### src/rtl/asteroide_datapath.sv
// Datapath for one asteroid field: a 16-slot asteroid table, the ship register,
// a slot counter and the +/-1 coordinate unit, all sequenced by an external controller.
module asteroide_datapath #(
  parameter int                     COORD_W      = 4,
  parameter logic [2*COORD_W-1:0]   SHIP_INIT    = 8'h77,
  parameter logic [31:0]            OPCODE_TABLE = 32'hE4E4E4E4
) (
  input  logic               clock,
  input  logic               reset,
  input  logic               conta_contador,
  input  logic               reset_cont,
  input  logic [1:0]         select_mux_pos,
  input  logic               select_mux_coor,
  input  logic               select_soma_sub,
  input  logic               enable_reg_nave,
  input  logic               reset_reg_nave,
  input  logic               enable_mem_aste,
  input  logic               enable_mem_load,
  input  logic               new_load,
  input  logic               new_destruido,
  output logic               colisao,
  output logic               rco_contador,
  output logic [1:0]         opcode,
  output logic               destruido,
  output logic               loaded,
  output logic [3:0]         db_contador,
  output logic [COORD_W:0]   db_wire_saida_som_sub
);

  localparam int POS_W = 2 * COORD_W;
  localparam int SLOTS = 16;
  localparam logic [COORD_W:0] ONE = 1;

  logic [3:0]         cnt;
  logic [POS_W-1:0]   ship;
  logic [POS_W-1:0]   ast_pos [SLOTS];
  logic [SLOTS-1:0]   ast_loaded;
  logic [SLOTS-1:0]   ast_destr;

  logic [POS_W-1:0]   cur_pos;
  logic [POS_W-1:0]   base;
  logic [POS_W-1:0]   moved;
  logic [POS_W-1:0]   mux_pos;
  logic [COORD_W-1:0] operand;
  logic [COORD_W:0]   sum;

  // Position is {x, y}; the add/sub works on one coordinate of either the ship
  // or the addressed asteroid and wraps it back into the same field.
  always_comb begin
    cur_pos = ast_pos[cnt];
    base    = (select_mux_pos == 2'b01 || select_mux_pos == 2'b10) ? ship : cur_pos;
    operand = select_mux_coor ? base[COORD_W-1:0] : base[POS_W-1:COORD_W];
    sum     = select_soma_sub ? ({1'b0, operand} - ONE) : ({1'b0, operand} + ONE);
    moved   = select_mux_coor ? {base[POS_W-1:COORD_W], sum[COORD_W-1:0]}
                              : {sum[COORD_W-1:0], base[COORD_W-1:0]};
    case (select_mux_pos)
      2'b00:   mux_pos = cur_pos;
      2'b01:   mux_pos = ship;
      default: mux_pos = moved;
    endcase
  end

  always_ff @(posedge clock) begin
    if (reset) begin
      cnt <= '0;
    end else if (reset_cont) begin
      cnt <= '0;
    end else if (conta_contador) begin
      cnt <= cnt + 4'd1;
    end
  end

  always_ff @(posedge clock) begin
    if (reset || reset_reg_nave) begin
      ship <= SHIP_INIT;
    end else if (enable_reg_nave) begin
      ship <= mux_pos;
    end
  end

  // Writes use the counter value from before this edge, even when it increments.
  always_ff @(posedge clock) begin
    if (reset) begin
      for (int i = 0; i < SLOTS; i++) begin
        ast_pos[i] <= '0;
      end
      ast_loaded <= '0;
      ast_destr  <= '0;
    end else begin
      if (enable_mem_aste) begin
        ast_pos[cnt] <= mux_pos;
      end
      if (enable_mem_load) begin
        ast_loaded[cnt] <= new_load;
        ast_destr[cnt]  <= new_destruido;
      end
    end
  end

  assign colisao               = (cur_pos == ship) && ast_loaded[cnt] && !ast_destr[cnt];
  assign rco_contador          = (cnt == 4'hF);
  assign opcode                = OPCODE_TABLE[{cnt, 1'b0} +: 2];
  assign destruido             = ast_destr[cnt];
  assign loaded                = ast_loaded[cnt];
  assign db_contador           = cnt;
  assign db_wire_saida_som_sub = sum;

endmodule

### config.mk
export PLATFORM = sky130hd
export DESIGN_NAME = asteroide_datapath
export DESIGN_NICKNAME = d
export VERILOG_FILES = /design/src/rtl/asteroide_datapath.sv
export SDC_FILE = /design/constraint.sdc
export NUM_CORES = 1
export LEC_CHECK = 0
export CAP_MARGIN = 30
export CORE_UTILIZATION = 62
export CTS_BUF_LIST = sky130_fd_sc_hd__clkbuf_8 sky130_fd_sc_hd__clkbuf_16
export CTS_CLUSTER_SIZE = 12
export DETAILED_ROUTE_END_ITERATION = 8
export PLACE_DENSITY = 0.78
export SYNTH_ARGS = -nofsm -noshare
export SYNTH_HDL_FRONTEND = slang
export SYNTH_SLANG_ARGS = --single-unit
### constraint.sdc
create_clock -name clock -period 5.4 [get_ports clock]
set_clock_uncertainty 0.2 [all_clocks]
set_input_delay 1.35 -clock clock [delete_from_list [all_inputs] [get_ports clock]]
set_output_delay 1.35 -clock clock [all_outputs]
set_load 0.05 [all_outputs]
==> results.md <==
- Largest net degree at the start of global routing: 55
- Hold EP: ast_loaded[15]$_SDFFE_PP0P_
- Min-Delay Path Class: register to register
- First-pass DRT Iterations: 8
- Syn Inst Count: 733
- Unrepaired setup endpoints after global routing: false
- Hold path start: ast_loaded[15]$_SDFFE_PP0P_
- Crit Reg-Reg Endpoint: ast_pos[1][3]$_SDFFCE_PN0P_
- Sink Count: 176
- Cell Area, Synth: 8890 µm²
- Final hold vios: 0
- Crit path time final: around 5.3 ns
- Simple-gate share of the synthesized area: roughly 17%
- Residual DRC: 0
- DP Worst Slack: -0.268 ns
- Hold_buf cts: 0
- Avg WL per Cell: around 23 µm
- Reported max-cap violation count: 0
- Clk_lat worst skew: 0.43 ns
- CP Data Required Time: a little under 4 ns
- Fin Setup TNS: 0 ns
- Final cycle utilization of the critical path: 98.5%
- Post-route cell area: 10100 µm²
- Status: finished clean
- PwrDens: 332 nW/µm²
- Yosys warns: 0
- Leakage: approximately 3.8 nW
- Sequential share of the synthesized area: 54.1%
- Synth Area in XOR/XNOR: 1.28%
- Clock Tree Buf Depth: 2
- Reg2Reg Depth: 14
- Synth Area in Compound Gates: 7.09%
- DP Area: between 9000 and 10000 µm²
- Synth Area per Inst: 12.1 µm²
- Global placement routability congestion: 0.872
- Row cnt: 43
- Final setup viols: 0
- Core Region: 13900 µm²
- Number of global-route vias before repair: 5979
- Post-DP HPWL: 14300 µm
- Fin worst setup slack: 0.0835 ns
- Worst Path Arrival: 3.77 ns
- Depth of the worst hold-timing path: 2
- Measured slew at the worst slew-check pin: between 0.8 and 0.9 ns
- Netlist cell types: 63
- Port bufs: 28
- DIE WIDTH: 122 µm
- FMAX: 188 MHz
- Mapped Nets: 757
- # IOs: 29
- # nets final: 784
- Crit end category: primary output
- Routed wire length: 21900 µm
- Number of synthesized register bits: 176
- DR iter-0 viols: 789
- H-tree Lvls: 4
- Hold WS: 0.260 ns
- Main combinational cell family by area after synthesis: simple AND/OR/NAND/NOR gates
- Most frequent cells in the layout: 146 x nor2_1, 128 x edfxtp_1, 47 x dfxtp_1
- Die area: approximately 15000 µm²
- Die H: 122 µm
- Worst-path clk slew: 0.06 ns
- Worst VDD drop: 0.242 mV
- Area Overhead vs Synth: 13.6%
- R2R Setup Slk: between 0.9 and 1 ns
- Slew margin rel.: between 40% and 50%
- Post-synth ARST share: 0%
- Initial core utilization: 63.8%
- CTS buffer count: 17
- Post-Synth Adder-Cell Area: 1.49%
- Synth Flop Type: edfxtp_1
- Area occupied by multi-input gates: approximately 3800 µm²
- N_diodes: 0
- Final Max Tran Viols: 0
- Mux contribution to synthesized area: 14.7%
- Congestion Overflow GR: 0
- Number of synthesized flops with an enable pin: 128
- Via count: between 6000 and 7000
- Initial antenna violation count: 0
- Fill cells: 941
- Setup Crit Path Kind: register to primary output
- Register Area: approximately 4800 µm²
- Routed Antenna Nets: 0
- Clk Tree Root Cell: clkbuf_16
- Commonest non-fill, non-tap cell in the layout: nor2_1
- Via density per instance: 6.39
- Share of cells above drive strength 1: 21.5%
- Crit Path Max Fanout: 5
- Global-route wire length before repair: 33800 µm
- CTS tree: done
- Startpoint Class: register
- Global-route usage over all layers: 31.5%
[synthesized netlist by cell type, types with 7 or more instances]
master	count	area share [%]
clkbuf_1	23	0.97
mux4_2	30	7.6
nor2b_1	13	0.91
buf_6	8	1.0
nor2_1	146	6.2
mux2_2	7	0.89
nor3_1	10	0.56
mux2i_1	37	4.2
a22oi_1	18	1.5
nand2b_1	23	1.6
nand2_1	44	1.9
edfxtp_1	128	43
buf_4	13	1.1
mux4_1	7	2.1
nor2_2	30	2.1
o21ai_0	9	0.51
nand3_1	16	0.90
dfxtp_1	48	11
ha_1	9	1.3
xnor2_1	8	0.79
nand4_1	7	0.49
[timing repair]
item,CTS,global route
pin swaps,4,7
resized for setup,15,13
setup buffers,8,0
endpoints found under the setup margin,4,3
[state kept, by name, summed over array words and instances, names as in the netlist, named ones only]
register	cells
ast_destr	16
ast_loaded	16
ast_pos	128
db_contador	4
ship	8
[area by class of cell]
cell class	instances	share of cell area, %
clock buffer	23	5.48
clock inverter	9	0.719
inverter	5	0.186
multi-input combinational	496	37.3
sequential	176	47.6
tap	180	2.23
timing repair buffer	64	6.46
[per-stage QoR]
stage / std cells / utilization (%) / total power [mW]
detailed placement: 913 / 66.7 / 2.07
global route: 953 / 72.5 / 3.44
global placement: 913 / 66.7 / 2.05
floorplan: 733 / - / 1.89
finish: 953 / 72.5 / 3.35
CTS: 953 / 72.1 / 3.35
[worst max-delay path, cell delays in order, from the launching register on]
cell,delay (ns)
dfxtp_4,0.38
buf_4,0.16
mux4_1,0.59
a22o_1,0.23
or2_1,0.27
mux4_2,0.51
ha_4,0.29
nor2b_4,0.16
or3b_4,0.38
o211ai_1,0.15
clkbuf_16,0.22
[where the power goes]
group | internal (mW) | switching, mW | leakage [nW]
Combinational | 0.229 | 0.338 | 1.74
Sequential | 1.49 | 0.0210 | 1.71
Clock | 0.767 | 0.507 | 0.325
Total | 2.48 | 0.865 | 3.78
[routing by layer]
| metal | track usage (%) | vias to the layer above | routed length [µm] |
|---|---|---|---|
| li1 | - | 2731 | - |
| met1 | 41.7 | 3025 | 8590 |
| met2 | 51.3 | 297 | 11100 |
| met3 | 6.55 | 41 | 1780 |
| met4 | 12.0 | 0 | 445 |
| met5 | 0 | - | 0 |
[cells by family after synthesis]
| family | Yosys count |
|---|---|
| XOR/XNOR | 13 |
| flip-flops | 176 |
| multiplexers | 81 |
| AND/OR/NAND/NOR | 314 |
| adder cells (fa/ha/maj) | 10 |
| AO/OA/AOI/OAI | 78 |
| buffers and inverters | 61 |
[how the worst max path moves through the flow]
stage / cells past startpoint / slack (ns) / to / startpoint
after floorplan: 8 / 0.03 / db_wire_saida_som_sub[3] / select_mux_pos[1]
after global placement: 11 / -0.19 / db_wire_saida_som_sub[4] / select_mux_pos[0]
after detailed placement: 11 / -0.27 / db_wire_saida_som_sub[4] / select_mux_pos[0]
after CTS: 11 / 0.02 / db_wire_saida_som_sub[4] / select_mux_pos[1]
after global routing: 10 / 0.04 / db_wire_saida_som_sub[3] / register
final: 10 / 0.08 / db_wire_saida_som_sub[3] / register
Note: power is estimated with default switching activity, not from simulation.
